===== config.mk =====
export PLATFORM = sky130hd
export DESIGN_NAME = bin_to_bcd_seq
export DESIGN_NICKNAME = d
export VERILOG_FILES = /design/src/rtl/bin_to_bcd_seq.sv
export SDC_FILE = /design/constraint.sdc
export NUM_CORES = 1
export LEC_CHECK = 0
export BUFFER_PORTS_ARGS = -buffer_cell sky130_fd_sc_hd__buf_2
export CAP_MARGIN = 20
export CORE_MARGIN = 4
export CORE_UTILIZATION = 52
export CTS_BUF_LIST = sky130_fd_sc_hd__clkbuf_8
export CTS_CLUSTER_DIAMETER = 30
export DETAILED_ROUTE_END_ITERATION = 10
export PLACE_DENSITY = 0.82
export SETUP_SLACK_MARGIN = 0.2
export SKIP_LAST_GASP = 1
export SLEW_MARGIN = 40
export SYNTH_ARGS = -nofsm -noshare
export SYNTH_HDL_FRONTEND = slang
export SYNTH_SLANG_ARGS = --single-unit

===== constraint.sdc =====
create_clock -name clk -period 2.5 [get_ports clk]
set_input_delay 0.5 -clock clk [delete_from_list [all_inputs] [get_ports clk]]
set_output_delay 0.5 -clock clk [all_outputs]
set_load 0.01 [all_outputs]

===== src/rtl/bin_to_bcd_seq.sv =====
// ---------------------------------------------------------------------------
// bin_to_bcd_seq
//
// Iterative binary-to-BCD/ASCII converter built on the shift-add-3 (double
// dabble) method, one input bit per clock. It takes the integer quotient from
// the temperature scaling divider and produces LCD-ready characters.
//
// A conversion takes IN_WIDTH+2 cycles from the start edge to the next start
// edge. The flow is one load edge, IN_WIDTH shift edges and one result edge.
// The scratch register holds only DIGITS digits. Carries out of the top digit
// are dropped, so the BCD result is bin mod 10^DIGITS. A separate overflow
// flag is computed at load time.
//
// Ports
//   clk    in   system clock, rising edge
//   rst    in   asynchronous active-high reset
//   start  in   conversion request, honoured only while busy=0
//   bin    in   [IN_WIDTH-1:0] unsigned value, latched on accepted start
//   busy   out  conversion in progress
//   done   out  one-cycle pulse, bcd/ascii/ovf valid and freshly updated
//   bcd    out  [4*DIGITS-1:0] packed BCD, LSD in [3:0]
//   ascii  out  [8*DIGITS-1:0] characters, LSD char in [7:0]
//   ovf    out  latched value >= 10^DIGITS (all characters shown as '-')
// ---------------------------------------------------------------------------
module bin_to_bcd_seq #(
  parameter int IN_WIDTH = 14,
  parameter int DIGITS   = 4,
  parameter int BLANK    = 1
) (
  input  logic                  clk,
  input  logic                  rst,
  input  logic                  start,
  input  logic [IN_WIDTH-1:0]   bin,
  output logic                  busy,
  output logic                  done,
  output logic [4*DIGITS-1:0]   bcd,
  output logic [8*DIGITS-1:0]   ascii,
  output logic                  ovf
);

  localparam int CNT_W = (IN_WIDTH < 2) ? 1 : $clog2(IN_WIDTH + 1);
  localparam int BCD_W = 4 * DIGITS;
  localparam int ASC_W = 8 * DIGITS;

  // Saturating 10^n keeps the overflow limit meaningful for any DIGITS.
  function automatic logic [63:0] pow10(input int n);
    logic [63:0] r;
    r = 64'd1;
    for (int i = 0; i < n; i++) begin
      if (r > 64'd1844674407370955161) r = '1;
      else                              r = r * 64'd10;
    end
    return r;
  endfunction

  localparam logic [63:0] LIMIT = pow10(DIGITS);

  // Add 3 to every digit >= 5 before the shift. This is the double dabble
  // correction, so the doubled digit carries properly into the next one.
  function automatic logic [BCD_W-1:0] add3(input logic [BCD_W-1:0] s);
    logic [BCD_W-1:0] r;
    r = s;
    for (int i = 0; i < DIGITS; i++) begin
      if (s[4*i +: 4] >= 4'd5) r[4*i +: 4] = s[4*i +: 4] + 4'd3;
    end
    return r;
  endfunction

  // Character image of a BCD word. Leading-zero blanking walks down from the
  // MSD and stops at the first nonzero digit. The LSD is always printed.
  function automatic logic [ASC_W-1:0] build_ascii(input logic [BCD_W-1:0] b,
                                                   input logic             o);
    logic [ASC_W-1:0] r;
    logic             lead;
    logic [3:0]       d;
    r    = '0;
    lead = 1'b1;
    for (int i = DIGITS - 1; i >= 0; i--) begin
      d = b[4*i +: 4];
      if (o) begin
        r[8*i +: 8] = 8'h2D;
      end else if ((BLANK != 0) && lead && (d == 4'd0) && (i != 0)) begin
        r[8*i +: 8] = 8'h20;
      end else begin
        r[8*i +: 8] = 8'h30 + {4'h0, d};
        lead        = 1'b0;
      end
    end
    return r;
  endfunction

  typedef enum logic [1:0] {
    S_IDLE  = 2'd0,
    S_SHIFT = 2'd1,
    S_LOAD  = 2'd2
  } state_t;

  state_t                state_q, state_d;
  logic [IN_WIDTH-1:0]   sr_q, sr_d;
  logic [BCD_W-1:0]      scr_q, scr_d;
  logic [CNT_W-1:0]      cnt_q, cnt_d;
  logic                  ovfp_q, ovfp_d;
  logic [BCD_W-1:0]      bcd_q, bcd_d;
  logic [ASC_W-1:0]      ascii_q, ascii_d;
  logic                  ovf_q, ovf_d;
  logic                  done_q, done_d;
  logic [BCD_W-1:0]      adj;

  assign adj = add3(scr_q);

  always_ff @(posedge clk or posedge rst) begin
    if (rst) begin
      state_q <= S_IDLE;
      sr_q    <= '0;
      scr_q   <= '0;
      cnt_q   <= '0;
      ovfp_q  <= 1'b0;
      bcd_q   <= '0;
      ascii_q <= {DIGITS{8'h20}};
      ovf_q   <= 1'b0;
      done_q  <= 1'b0;
    end else begin
      state_q <= state_d;
      sr_q    <= sr_d;
      scr_q   <= scr_d;
      cnt_q   <= cnt_d;
      ovfp_q  <= ovfp_d;
      bcd_q   <= bcd_d;
      ascii_q <= ascii_d;
      ovf_q   <= ovf_d;
      done_q  <= done_d;
    end
  end

  always_comb begin
    state_d = state_q;
    sr_d    = sr_q;
    scr_d   = scr_q;
    cnt_d   = cnt_q;
    ovfp_d  = ovfp_q;
    bcd_d   = bcd_q;
    ascii_d = ascii_q;
    ovf_d   = ovf_q;
    done_d  = 1'b0;
    unique case (state_q)
      S_IDLE: begin
        if (start) begin
          sr_d    = bin;
          scr_d   = '0;
          cnt_d   = CNT_W'(IN_WIDTH);
          ovfp_d  = (64'(bin) >= LIMIT);
          state_d = S_SHIFT;
        end
      end
      S_SHIFT: begin
        // The top bit of the adjusted scratch falls off. That drop is the
        // mod 10^DIGITS truncation.
        scr_d = {adj[BCD_W-2:0], sr_q[IN_WIDTH-1]};
        sr_d  = sr_q << 1;
        cnt_d = cnt_q - 1'b1;
        if (cnt_q == CNT_W'(1)) state_d = S_LOAD;
      end
      S_LOAD: begin
        bcd_d   = scr_q;
        ovf_d   = ovfp_q;
        ascii_d = build_ascii(scr_q, ovfp_q);
        done_d  = 1'b1;
        state_d = S_IDLE;
      end
      default: state_d = S_IDLE;
    endcase
  end

  assign busy  = (state_q != S_IDLE);
  assign done  = done_q;
  assign bcd   = bcd_q;
  assign ascii = ascii_q;
  assign ovf   = ovf_q;

endmodule


# Word level (Yosys, flattened, before mapping)
# Cells that the tools add are included.
# Widths: inputs -> output; s select.
classes:
  n_addsub: 9
  order_cmp: 5
  eq_ne: 5
  n_mux: 27
  reduce_logical: 11
op_table:
  columns: ["cell", "n"]
  rows:
  - ["$mux 7", 7]
  - ["$pmux 16 s2", 1]
  - ["$add 6x4->7 const A", 4]
  - ["$pmux 14 s2", 1]
  - ["$ge 4x3->1 const B", 4]
  - ["$mux 16", 1]
  - ["$mux 4", 4]
  - ["$ge 14x14->1 const B", 1]
  - ["$mux 14", 1]
  - ["$add 4x2->4 const B", 3]
  - ["$logic_not 4->1", 3]
  - ["$pmux 4 s2", 1]
  - ["$mux 1", 7]
  - ["$reduce_and 2->1", 3]
  - ["$eq 4x1->1 const B", 1]
  - ["$mux 2", 2]
  - ["$ne 2x2->1 const B", 2]
  - ["$pmux 2 s2", 1]
  - ["$reduce_bool 2->1", 2]
  - ["$sub 4x1->4 const B", 1]
  - ["$add 3x2->3 const B", 1]
  - ["$mux 3", 1]
  - ["$eq 2x1->1 const B", 1]
  - ["$eq 2x2->1 const B", 1]
  - ["other kinds (2)", 3]
totals:
  regBits: 87
  out_inout_bits: 51

# Depth between registers and ports, before layout
logic_depth:
  ltp_word: 11
  ltp_mapped: 6

# Least setup slack after synthesis
# No wires, ideal clock.
synth_path:
  kind: "register to register"
  startpoint: "reg scr_q[8]"
  endpoint: "reg scr_q[10]"
  setup_ns: 0.083
  arrival_ns: 1.437
  required_ns: 2.417
  setup_slack_ns: 0.981
  path_stages_with_launch: 7
  path_buffers: 0
  synth_period_minus_slack_ns: 1.519
  path_cell_list: "dfrtp_1 inv_1 ha_1 nand2b_1 a21oi_1 mux2_2 o21ai_0"
synth_via:
  elab_chain_len: 3
  word_cells_on_any_way: 4
synth_lines:
  columns: ["element", "line_no", "rtl"]
  rows:
  - ["start: declaration", "100", "logic [BCD_W-1:0] scr_q, scr_d;"]
  - ["start signal: assignment", "125", "scr_q <= scr_d;"]
  - ["$add 4x2->4 / $ge 4x3->1 (equally long branches)", "64", "if (s[4*i +: 4] >= 4'd5) r[4*i +: 4] = s[4*i +: 4] + 4'd3;"]
  - ["$mux 4 *", "64", null]
  - ["$pmux 16 s2 *", "145", "unique case (state_q)"]
# Every way passes the cells marked *; elsewhere a longest branch is shown, timed or not.
# A chain may end at the register's enable or synchronous reset.

# Worst setup path after layout
layout_path:
  startpoint: "reg scr_q[0]"
  endpoint: "reg scr_q[2]"
# Same word-level chain as after synthesis.

==> impl_metrics.py <==
metrics = {
    "worst_setup_path": {
        "cp.required_ns": 2.75,
        "critical_path_class": "flip-flop to flip-flop",
        "critPathMaxFanout": 4,
        "cp_cell_sequence": "inv_1 -> ha_1 -> nand2b_1 -> a21oi_1 -> mux2_2 -> o21ai_0",
        "crit_path_start_kind": "flip-flop",
        "r2r_cells": 6,
        "worst-path-buf-inv": 1,
        "worstPathArrival_ns": 2.00,
        "cp-end-kind": "flip-flop",
        "cp.depth": 6,
        "slowest_stage": "dfrtp_1",
        "slowest_delay_ns": 0.41,
        "crit_family": "flip-flops",
    },
    "placed_design": {
        "dpl.cell_count": 493,
        "gp_congestion": 0.807,
        "dp_hpwl_um": 4830,
        "io_buffers": 55,
    },
    "cts": {
        "clock_tree.root_cell": "clkbuf_8",
        "cts_tree": "built",
        "cts_buffers": 9,
        "post_cts_resized": 0,
        "clock_path_buffers": 2,
        "htree_levels": 3,
        "clkTransAtPathRegs_ns": 0.07,
        "clock-sinks": 75,
        "postCtsSetupBuffers": 0,
        "cts_hold_buf": 0,
        "insertion_delay_ns": 0.34,
    },
    "die": {
        "rows": 29,
        "core_um2": 6460,
        "die_w_um": 90.2,
        "start_util": 0.544,
        "dieArea_um2": 8140,
        "ioPinCount": 68,
        "die_h_um": 90.2,
    },
    "global_route": {
        "grt_overflow": 0,
        "grt_pass1_vias": 2587,
        "grt_pass1_wl_um": 12200,
        "antenna_found_initial": 0,
        "grt_use_total": 0.184,
        "grt_max_degree": 50,
    },
    "final_layout": {
        "fin_cells": 509,
        "nNetsFinal": 456,
        "drive_gt1_frac": 0.194,
        "area_delta_synth_final_pct": 12.8,
        "antenna_cells": 0,
    },
    "timing": {
        "final_hold_viol_count": 0,
        "fin_tns_setup_ns": 0,
        "slew_violations": 0,
        "slew_headroom": 0.573,
        "fin_worst_skew_ns": 0.00813,
        "finalSetupViolations": 0,
        "rsz0062_at_grt": "no",
        "worstMarginPinSlew_ns": 0.640,
        "period_share": 0.697,
        "fmax_ghz": 0.573,
        "post-route-min-period_ns": 1.74,
    },
    "drt": {
        "vias_per_cell": 5.33,
        "routedWlPerCell_um": 13.7,
        "drcViolationCount": 0,
        "num_vias": 2713,
        "drt_iter0_markers": 220,
        "antenna_left": 0,
        "drt_wl_total_um": 6960,
        "drtPass1Iterations": 5,
    },
    "synthesis": {
        "synth_warnings": 0,
        "synth_top_area_share": 0.534,
        "synth_seq_cells": 75,
        "syn_area_um2": 3510,
        "syn_area_per_cell_um2": 9.30,
        "seq_area_frac_synth": 0.534,
        "synth.area.top_cells": "dfrtp_1 53%, nand2_1 10%, o21ai_0 6.6%",
        "synth_top_area_cell": "dfrtp_1",
        "synth_cell_types": 31,
        "synthCells": 378,
    },
    "power": {
        "max-vdd-ir-drop_mv": 0.579,
        "p_leak_uw": 0.00198,
        "powerDensity_nw_per_um2": 1260,
    },
    "run_status": {
        "status": "completed",
    },
    "flow_run": {
        "cap_violations": 0,
    },
    "min_path": {
        "holdCritPathClass": "input pin to asynchronous set/reset pin",
    },
}
## synthesized netlist by cell type
library cell and instances:
buf_6 2, xnor2_1 5, nand2_2 1, buf_4 18, mux2_2 4, a21o_1 1, nor2_1 21, a22o_1 3
a21oi_1 11, nand2_1 97, conb_1 2, inv_1 13, nor4_1 1, a31oi_1 13, nand2b_1 6, clkbuf_1 1
ha_1 12, nor3b_4 1, and2b_4 1, nand4_1 1, nand3_1 14, and3_1 1, clkbuf_2 2, o31ai_1 5
nor4_2 1, and2_1 1, nor3b_1 6, buf_2 8, nor3_1 5, o21ai_0 46, dfrtp_1 75
## routing by layer
layer | GRT usage | vias to the layer above | wire [um]
met4 | 0.0459 | 0 | 42
met3 | 0.0551 | 4 | 413
met5 | 0 | - | 0
met2 | 0.299 | 80 | 3250
met1 | 0.242 | 1294 | 3250
li1 | - | 1335 | -
## state kept, by name, indices dropped and copies added, names as in the netlist
name and cells:
scr_q 16, bcd 16, ovf 1, sr_q 14, cnt_q 4, ovfp_q 1
ascii 20, done 1, state_q 2
## final timing paths
check / endpoint / start / slack [ns]
max in group asynchronous: sr_q[1] / rst / 1.65
min in group clk: sr_q[0] / bin[0] / 0.37
worst min-delay path: ascii[3] / rst / 0.23
worst min register to register: ascii[19] / ascii[19] / 0.47
worst max register to register: scr_q[2] / scr_q[0] / 0.76
worst max-delay path: scr_q[2] / scr_q[0] / 0.76
## final cells by class
| class | count | area, um^2 |
|---|---|---|
| clock buffers | 11 | 151 |
| clock inverters | 5 | 52.6 |
| flip-flops and latches | 75 | 1880 |
| repair buffers | 59 | 318 |
| well taps | 77 | 96.3 |
| inverters | 13 | 52.6 |
| fillers | 560 | 2490 |
| multi-input cells | 269 | 1420 |
## through the flow
| stage | power, uW | cell area, um^2 | setup WS [ns] | util | hold WS (ns) |
|---|---|---|---|---|---|
| 6_report | 4990 | 3970 | 0.756 | 0.614 | 0.227 |
| 5_1_grt | 5450 | 3970 | 0.616 | 0.614 | 0.261 |
| 4_1_cts | 5030 | 3970 | 0.751 | 0.614 | 0.234 |
| 3_5_place_dp | 4080 | 3760 | 0.796 | 0.582 | 0.454 |
| 3_3_place_gp | 3970 | 3760 | 0.849 | 0.582 | 0.444 |
| 2_1_floorplan | 3520 | 3560 | 0.981 | - | 0.448 |
## placed cells by master (no fill, tap or decap), types with 12 or more instances in the layout
cell type	netlist	final
nor2_1	21	21
dfrtp_1	75	75
inv_1	13	13
conb_1	2	12
ha_1	12	12
o21ai_0	46	46
nand3_1	14	14
nand2_1	97	97
buf_2	8	55
a31oi_1	13	13
## worst reg2reg max path, stage by stage, from the launching register on
cell	delay, ns
dfrtp_1	0.41
inv_1	0.16
ha_1	0.22
nand2b_1	0.09
a21oi_1	0.26
mux2_2	0.37
o21ai_0	0.14
## power breakdown
part           switching, uW  internal [uW]  leakage [uW]
logic                   1110            802      0.000968
registers                429           1720      0.000897
clock network            420            510      0.000110
## kinds of logic (layout without fill, tap and decap cells)
family	count (synthesis)	in the layout	synth area share
AO/OA/AOI/OAI	79	79	0.125
flip-flops	75	75	0.534
other	2	12	0.00214
XOR/XNOR	5	5	0.0125
buffers and inverters	44	88	0.0740
adder cells (fa/ha/maj)	12	12	0.0427
multiplexers	4	4	0.0128
AND/OR/NAND/NOR	157	157	0.197
(Power assumes the default switching activity.)
